===== config.mk =====
export PLATFORM = sky130hd
export DESIGN_NAME = button_bank
export DESIGN_NICKNAME = d
export VERILOG_FILES = /design/src/rtl/button_bank.sv
export SDC_FILE = /design/constraint.sdc
export NUM_CORES = 1
export LEC_CHECK = 0
export CORE_ASPECT_RATIO = 0.75
export CORE_MARGIN = 2
export CORE_UTILIZATION = 52
export CTS_CLUSTER_DIAMETER = 30
export DETAILED_ROUTE_END_ITERATION = 7
export PLACE_DENSITY = 0.89
export SYNTH_ARGS = -nofsm -noshare
export SYNTH_HDL_FRONTEND = slang
export SYNTH_SLANG_ARGS = --single-unit

===== constraint.sdc =====
create_clock -name clk -period 2.1 [get_ports clk]
set_clock_uncertainty 0.2 [all_clocks]
set_input_delay 0.63 -clock clk [delete_from_list [all_inputs] [get_ports clk]]
set_output_delay 0.63 -clock clk [all_outputs]
set_load 0.01 [all_outputs]

===== src/rtl/button_bank.sv =====
// button_bank: N-channel button front end. Two-flop synchroniser, per-channel
// counter debounce, sticky press/release flags with read-to-clear, per-channel
// IRQ enable and a registered level interrupt. The CPU reads and writes it over
// the GPIO bus.
module button_bank #(
  parameter int unsigned NUM_BTN         = 8,
  parameter int unsigned DEBOUNCE_CYCLES = 1_000_000
) (
  input  logic               clk,
  input  logic               rst_n,
  input  logic [NUM_BTN-1:0] btn_in,
  input  logic               ren,
  input  logic               wen,
  input  logic [31:0]        address,
  input  logic [31:0]        wdata,
  output logic [31:0]        data_out,
  output logic               rvalid,
  output logic               irq
);

  localparam int unsigned CNT_W = (DEBOUNCE_CYCLES > 1) ? $clog2(DEBOUNCE_CYCLES) : 1;

  typedef enum logic [1:0] {
    REG_STATE   = 2'b00,
    REG_PRESS   = 2'b01,
    REG_RELEASE = 2'b10,
    REG_IRQ_EN  = 2'b11
  } reg_sel_e;

  logic [NUM_BTN-1:0] sync_s1;
  logic [NUM_BTN-1:0] sync_s2;
  logic [NUM_BTN-1:0] stable;
  logic [NUM_BTN-1:0] stable_nxt;
  logic [CNT_W-1:0]   cnt     [NUM_BTN];
  logic [CNT_W-1:0]   cnt_nxt [NUM_BTN];
  logic [NUM_BTN-1:0] press_q;
  logic [NUM_BTN-1:0] release_q;
  logic [NUM_BTN-1:0] irq_en_q;
  logic [NUM_BTN-1:0] press_set;
  logic [NUM_BTN-1:0] release_set;
  logic [NUM_BTN-1:0] press_clr;
  logic [NUM_BTN-1:0] release_clr;
  logic [31:0]        rd_mux;
  reg_sel_e           reg_sel;
  logic               wr_irq_en;
  logic               unused_bits;

  assign reg_sel     = reg_sel_e'(address[3:2]);
  assign unused_bits = ^{address[31:4], address[1:0], wdata};

  // Two-flop synchroniser for the asynchronous button levels.
  always_ff @(posedge clk or negedge rst_n) begin
    if (!rst_n) begin
      sync_s1 <= '0;
      sync_s2 <= '0;
    end else begin
      sync_s1 <= btn_in;
      sync_s2 <= sync_s1;
    end
  end

  // Next-state debounce: a change is accepted only after DEBOUNCE_CYCLES
  // consecutive cycles of disagreement between s2 and the stable level.
  always_comb begin
    stable_nxt = stable;
    for (int unsigned i = 0; i < NUM_BTN; i++) begin
      cnt_nxt[i] = '0;
      if (sync_s2[i] != stable[i]) begin
        if (cnt[i] == CNT_W'(DEBOUNCE_CYCLES - 1)) begin
          stable_nxt[i] = sync_s2[i];
        end else begin
          cnt_nxt[i] = cnt[i] + 1'b1;
        end
      end
    end
  end

  // Debounce state registers.
  always_ff @(posedge clk or negedge rst_n) begin
    if (!rst_n) begin
      stable <= '0;
      for (int unsigned i = 0; i < NUM_BTN; i++) begin
        cnt[i] <= '0;
      end
    end else begin
      stable <= stable_nxt;
      for (int unsigned i = 0; i < NUM_BTN; i++) begin
        cnt[i] <= cnt_nxt[i];
      end
    end
  end

  // Edge detection on the stable level and read-to-clear decode.
  always_comb begin
    press_set   = stable_nxt & ~stable;
    release_set = stable & ~stable_nxt;
    press_clr   = (ren && reg_sel == REG_PRESS)   ? '1 : '0;
    release_clr = (ren && reg_sel == REG_RELEASE) ? '1 : '0;
    wr_irq_en   = wen && !ren && reg_sel == REG_IRQ_EN;
  end

  // Read data mux; bits above NUM_BTN read as zero.
  always_comb begin
    rd_mux = '0;
    case (reg_sel)
      REG_STATE:   rd_mux[NUM_BTN-1:0] = stable;
      REG_PRESS:   rd_mux[NUM_BTN-1:0] = press_q;
      REG_RELEASE: rd_mux[NUM_BTN-1:0] = release_q;
      REG_IRQ_EN:  rd_mux[NUM_BTN-1:0] = irq_en_q;
      default:     rd_mux = '0;
    endcase
  end

  // Sticky flags (set wins over clear per bit), IRQ enable and read response.
  always_ff @(posedge clk or negedge rst_n) begin
    if (!rst_n) begin
      press_q   <= '0;
      release_q <= '0;
      irq_en_q  <= '0;
      data_out  <= '0;
      rvalid    <= 1'b0;
    end else begin
      press_q   <= (press_q & ~press_clr) | press_set;
      release_q <= (release_q & ~release_clr) | release_set;
      if (wr_irq_en) begin
        irq_en_q <= wdata[NUM_BTN-1:0];
      end
      rvalid <= ren;
      if (ren) begin
        data_out <= rd_mux;
      end
    end
  end

  // Registered level interrupt from the currently held flags.
  always_ff @(posedge clk or negedge rst_n) begin
    if (!rst_n) begin
      irq <= 1'b0;
    end else begin
      irq <= |((press_q | release_q) & irq_en_q);
    end
  end

endmodule


# Word level (Yosys, flattened, before mapping)
# Cells that the tools add are included.
[op_classes]
add_sub_neg = 8
mux = 35
n_shift = 0
multipliers = 0
reduce_logical = 7
eq_ne = 19
div_mod_pow = 0
n_bitwise = 12
magnitude_cmp = 0
[ops]
columns = ["operator", "count"]
rows = [
  ["$mux W20", 16],
  ["$add A20 B1 Y20 const B", 8],
  ["$eq A20 B20 Y1 const B", 8],
  ["$and A8 B8 Y8", 5],
  ["$not A8 Y8", 4],
  ["$pmux W8 S4", 1],
  ["$or A8 B8 Y8", 3],
  ["$mux W1", 16],
  ["$mux W8", 2],
  ["$ne A1 B1 Y1", 8],
  ["$reduce_or A8 Y1", 1],
  ["$eq A2 B2 Y1 const B", 2],
  ["$logic_and A1 B1 Y1", 4],
  ["$eq A2 B1 Y1 const B", 1],
  ["$logic_not A2 Y1", 1],
  ["$logic_not A1 Y1", 1],
]
[word_totals]
inputBits = 76
mem_bits_rw = 0
latch_bits = 0
memories = 0
mem_bits_ro = 0
regBits = 218

# Longest topological paths before layout
[depth]
depth_word = 6
mapped_depth = 6
depth_no_buf = 5

# Least setup slack after synthesis
# Ideal clock, no wire load.
[synth_path]
kind = "register -> register"
start = "register cnt[0] in the netlist's numbering"
end = "register cnt[18] in the netlist's numbering"
period_less_slack_ns = 2.220
setup_time_ns = 0.078
t_arrival_ns = 1.942
path_buffers = 1
setup_slack_ns = -0.120
stages_incl_launch_ff = 7
required_ns = 1.822
path_cell_list = "dfrtp_1 -> ha_1 -> nand2_1 -> or4_1 -> clkbuf_2 -> or4_1 -> a21oi_1"
[synth_lines]
columns = ["element", "line_no", "source"]
rows = [
  ["start, declared", "34", "logic [CNT_W-1:0] cnt [NUM_BTN];"],
  ["start signal, assigned by index", "88", "cnt[i] <= cnt_nxt[i];"],
]

==> results.json <==
{
  "run_status": "finished, final reports clean",
  "dp.final_hpwl_um": 16000,
  "grt_usage_pct": 23.4,
  "r2r-end": "cnt[75]$_DFF_PN0_",
  "fp.dieH_um": 127,
  "clk_path_buf_depth": 3,
  "drt_first_pass_iters": 5,
  "grt_max_degree": 50,
  "cts_buffers": 36,
  "synth_edf_count": 0,
  "crit_family": "buffers and inverters",
  "r2r-start": "cnt[60]$_DFF_PN0_",
  "finalWorstSetupSlack_ns": 0.00855,
  "cts.sinks": 218,
  "crit_path_end_kind": "flop",
  "syn_avg_cell_area_um2": 10.2,
  "hp-start": "sync_s1[1]$_DFF_PN0_",
  "grt_first_pass_wirelength_um": 41000,
  "p_per_area_mw_per_mm2": 831,
  "holdPathEnd": "sync_s2[1]$_DFF_PN0_",
  "vias": 8633,
  "cts_max_level": 2,
  "max_freq_mhz": 478,
  "place_ws_ns": -0.304,
  "io_pins": 110,
  "critPathMaxFanout": 19,
  "synth_most_common_cell": "dfrtp_1",
  "wire_per_inst_um": 17.0,
  "wl_um": 25100,
  "seqCellArea_mm2": 0.00546,
  "cts_root_buffer": "clkbuf_16",
  "num_rows": 44,
  "slew_viol_final": 0,
  "place_congestion": 0.864,
  "port_buffers": 31,
  "hold_viol_final": 0,
  "required_ns": 2.25,
  "worstPathCellList": "ha_2 > buf_4 > and3_1 > nand3_1 > buf_4 > o31ai_4 > buf_6 > a21oi_1",
  "syn_area_mm2": 0.0105,
  "yosysTopAreaCellShare_pct": 52.0,
  "grt-ovfl-total": 0,
  "crit_top_cell": "buf_4",
  "fin_nets": 1283,
  "hold_depth": 0,
  "cp-start-kind": "flop",
  "ir_worst_vdd_uv": 673,
  "avgViaCountPerCell": 5.85,
  "slowest_stage": "dfrtp_1",
  "multi_input_area_mm2": 0.00488,
  "fin_setup_tns_ns": 0,
  "drtIter0Drc": 632,
  "syn_to_final_growth_pct": 28.0,
  "rsz0062_at_grt": "yes",
  "cp_slowest_stage_delay_ns": 0.36,
  "holdWs_ns": 0.146,
  "hp-class": "reg2reg",
  "setup_viol": 0,
  "synth_cells": 1028,
  "drive_gt1_share_pct": 22.6,
  "maxCapViolCount": 0,
  "synth_seq_area_share_pct": 52.0,
  "worst-r2r-setup-slack_ns": 0.009,
  "p_leak_nw": 5.70,
  "fin_area_mm2": 0.0134,
  "dieArea_mm2": 0.0213,
  "cp.buffers_inverters": 3,
  "core_mm2": 0.0195,
  "antenna_found_initial": 1,
  "drc_errors": 0,
  "synth_largest_area_cell": "dfrtp_1",
  "reg2reg_depth": 8,
  "worstPathArrival_ns": 2.25,
  "fp.dieW_um": 168,
  "yosys_most_used_dff": "dfrtp_1",
  "synth_cell_types": 48,
  "async_flop_share_pct": 100,
  "final.min_clock_period_ns": 2.09,
  "synthTopCellsByArea": "dfrtp_1, xnor2_1, nor2_1, xor2_1, nand3_1",
  "yosys-top-cells-count": "dfrtp_1, nor2_1, nand2_1",
  "insertion_delay_ns": 0.49,
  "start_util_pct": 53.7,
  "clkSlewWorstSetupHoldPaths_ns": 0.05,
  "ant_nets": 0,
  "crit_type": "reg2reg",
  "grt_pass1_vias": 8540,
  "startpoint": "cnt[60]$_DFF_PN0_",
  "fill_cells": 1330,
  "tritoncts": "done",
  "ys_seq_elements": 218,
  "placed_area_mm2": 0.0119,
  "min_period_over_period_pct": 99.6,
  "synth_warnings": 0
}
-- how the worst max path moves through the flow --
stage | to | slack, ns | cells after the start
after floorplan | stable[1]$_DFF_PN0_ | 0.005 | 5
after global placement | data_out[3]$_DFFE_PN0P_ | -0.28 | 4
after detailed placement | data_out[0]$_DFFE_PN0P_ | -0.30 | 4
after CTS | cnt[19]$_DFF_PN0_ | 0.01 | 4
after global routing | cnt[75]$_DFF_PN0_ | -0.07 | 8
final | cnt[75]$_DFF_PN0_ | 0.009 | 8
-- worst register-to-register path: stages, from the launching register on --
cell and delay (ns):
dfrtp_1 0.36, ha_2 0.20, buf_4 0.12, and3_1 0.17, nand3_1 0.11, buf_4 0.18
o31ai_4 0.29, buf_6 0.24, a21oi_1 0.09
-- metrics by stage --
| step | util (%) | std cells | power, mW |
|---|---|---|---|
| 4_1_cts | 67.7 | 1462 | 11.2 |
| 6_report | 68.7 | 1475 | 11.2 |
| 5_1_grt | 68.7 | 1474 | 11.5 |
| 3_5_place_dp | 61.0 | 1401 | 5.01 |
| 2_1_floorplan | - | 1051 | 4.71 |
| 3_3_place_gp | 61.0 | 1401 | 4.99 |
-- report_power, final --
part | internal, mW | switching, mW
clock | 4.13 | 2.05
combinational | 0.263 | 0.303
sequential | 4.31 | 0.0968
-- metal layers --
| layer | track usage, % | routed length [µm] | vias to the layer above |
|---|---|---|---|
| met5 | 0 | 0 | - |
| met4 | 11.3 | 1060 | 0 |
| met3 | 4.24 | 1270 | 81 |
| met2 | 39.5 | 12300 | 275 |
| met1 | 29.6 | 10500 | 4278 |
| li1 | - | - | 3999 |
-- cells by family (layout without fill, tap and decap cells) --
logic type | count (synthesis) | after routing | synth area share (%)
simple gates | 456 | 456 | 23.2
buf+inv | 75 | 245 | 3.76
xor+xnor | 88 | 88 | 7.35
compound gates | 150 | 150 | 8.41
mux | 32 | 32 | 4.28
flops | 218 | 218 | 52.0
other cells | 1 | 25 | 0.0357
fa+ha+maj | 8 | 8 | 0.954
-- cells in the final DEF, fill, tap and decap left out, types with 6 or more instances in the layout --
cell type	synthesis	final
xnor2_1	48	48
nor3_1	22	22
clkdlybuf4s50_1	0	20
mux4_2	8	8
o31ai_1	17	16
xor2_1	40	40
mux2_2	23	23
or4_1	26	16
and4_1	8	8
nand4_1	31	31
nand3_1	64	60
buf_4	24	118
or2_2	6	6
buf_12	0	7
or3_1	41	39
or4_4	0	10
conb_1	1	24
nand2b_1	12	12
dlygate4sd2_1	0	10
nand2_1	75	72
bufinv_16	0	7
a21oi_1	60	59
dfrtp_1	218	214
inv_1	24	24
nor4_1	14	13
and3_1	23	23
nor2_1	103	103
o21ai_0	61	58
clkbuf_16	0	39
nand3_2	2	6
-- cell type report --
type / count / share of cell area, %
Inverter: 24 / 0.671
Clock inverter: 21 / 2.43
Antenna cell: 1 / 0.0186
Tap cell: 253 / 2.36
Multi-Input combinational cell: 758 / 36.3
Sequential cell: 218 / 40.7
Timing Repair Buffer: 161 / 10.5
Clock buffer: 39 / 7.02
-- flip-flops by register name, indices dropped and copies added (netlist names) --
name and flops:
irq 1, sync_s1 8, release_q 8, sync_s2 8
cnt 160, data_out 8, irq_en_q 8, stable 8
rvalid 1, press_q 8
-- what timing repair did --
| action | 4_1_cts | 5_1_grt |
|---|---|---|
| hold buffers | 1 | 0 |
| pin swaps | 1 | 7 |
| gates cloned | 0 | 2 |
| setup buffers | 0 | 10 |
| hold endpoints to repair | 41 | 0 |
| setup endpoints to repair | 21 | 55 |
| resized for setup | 18 | 22 |
No activity file was read; power rests on OpenSTA's default activity.
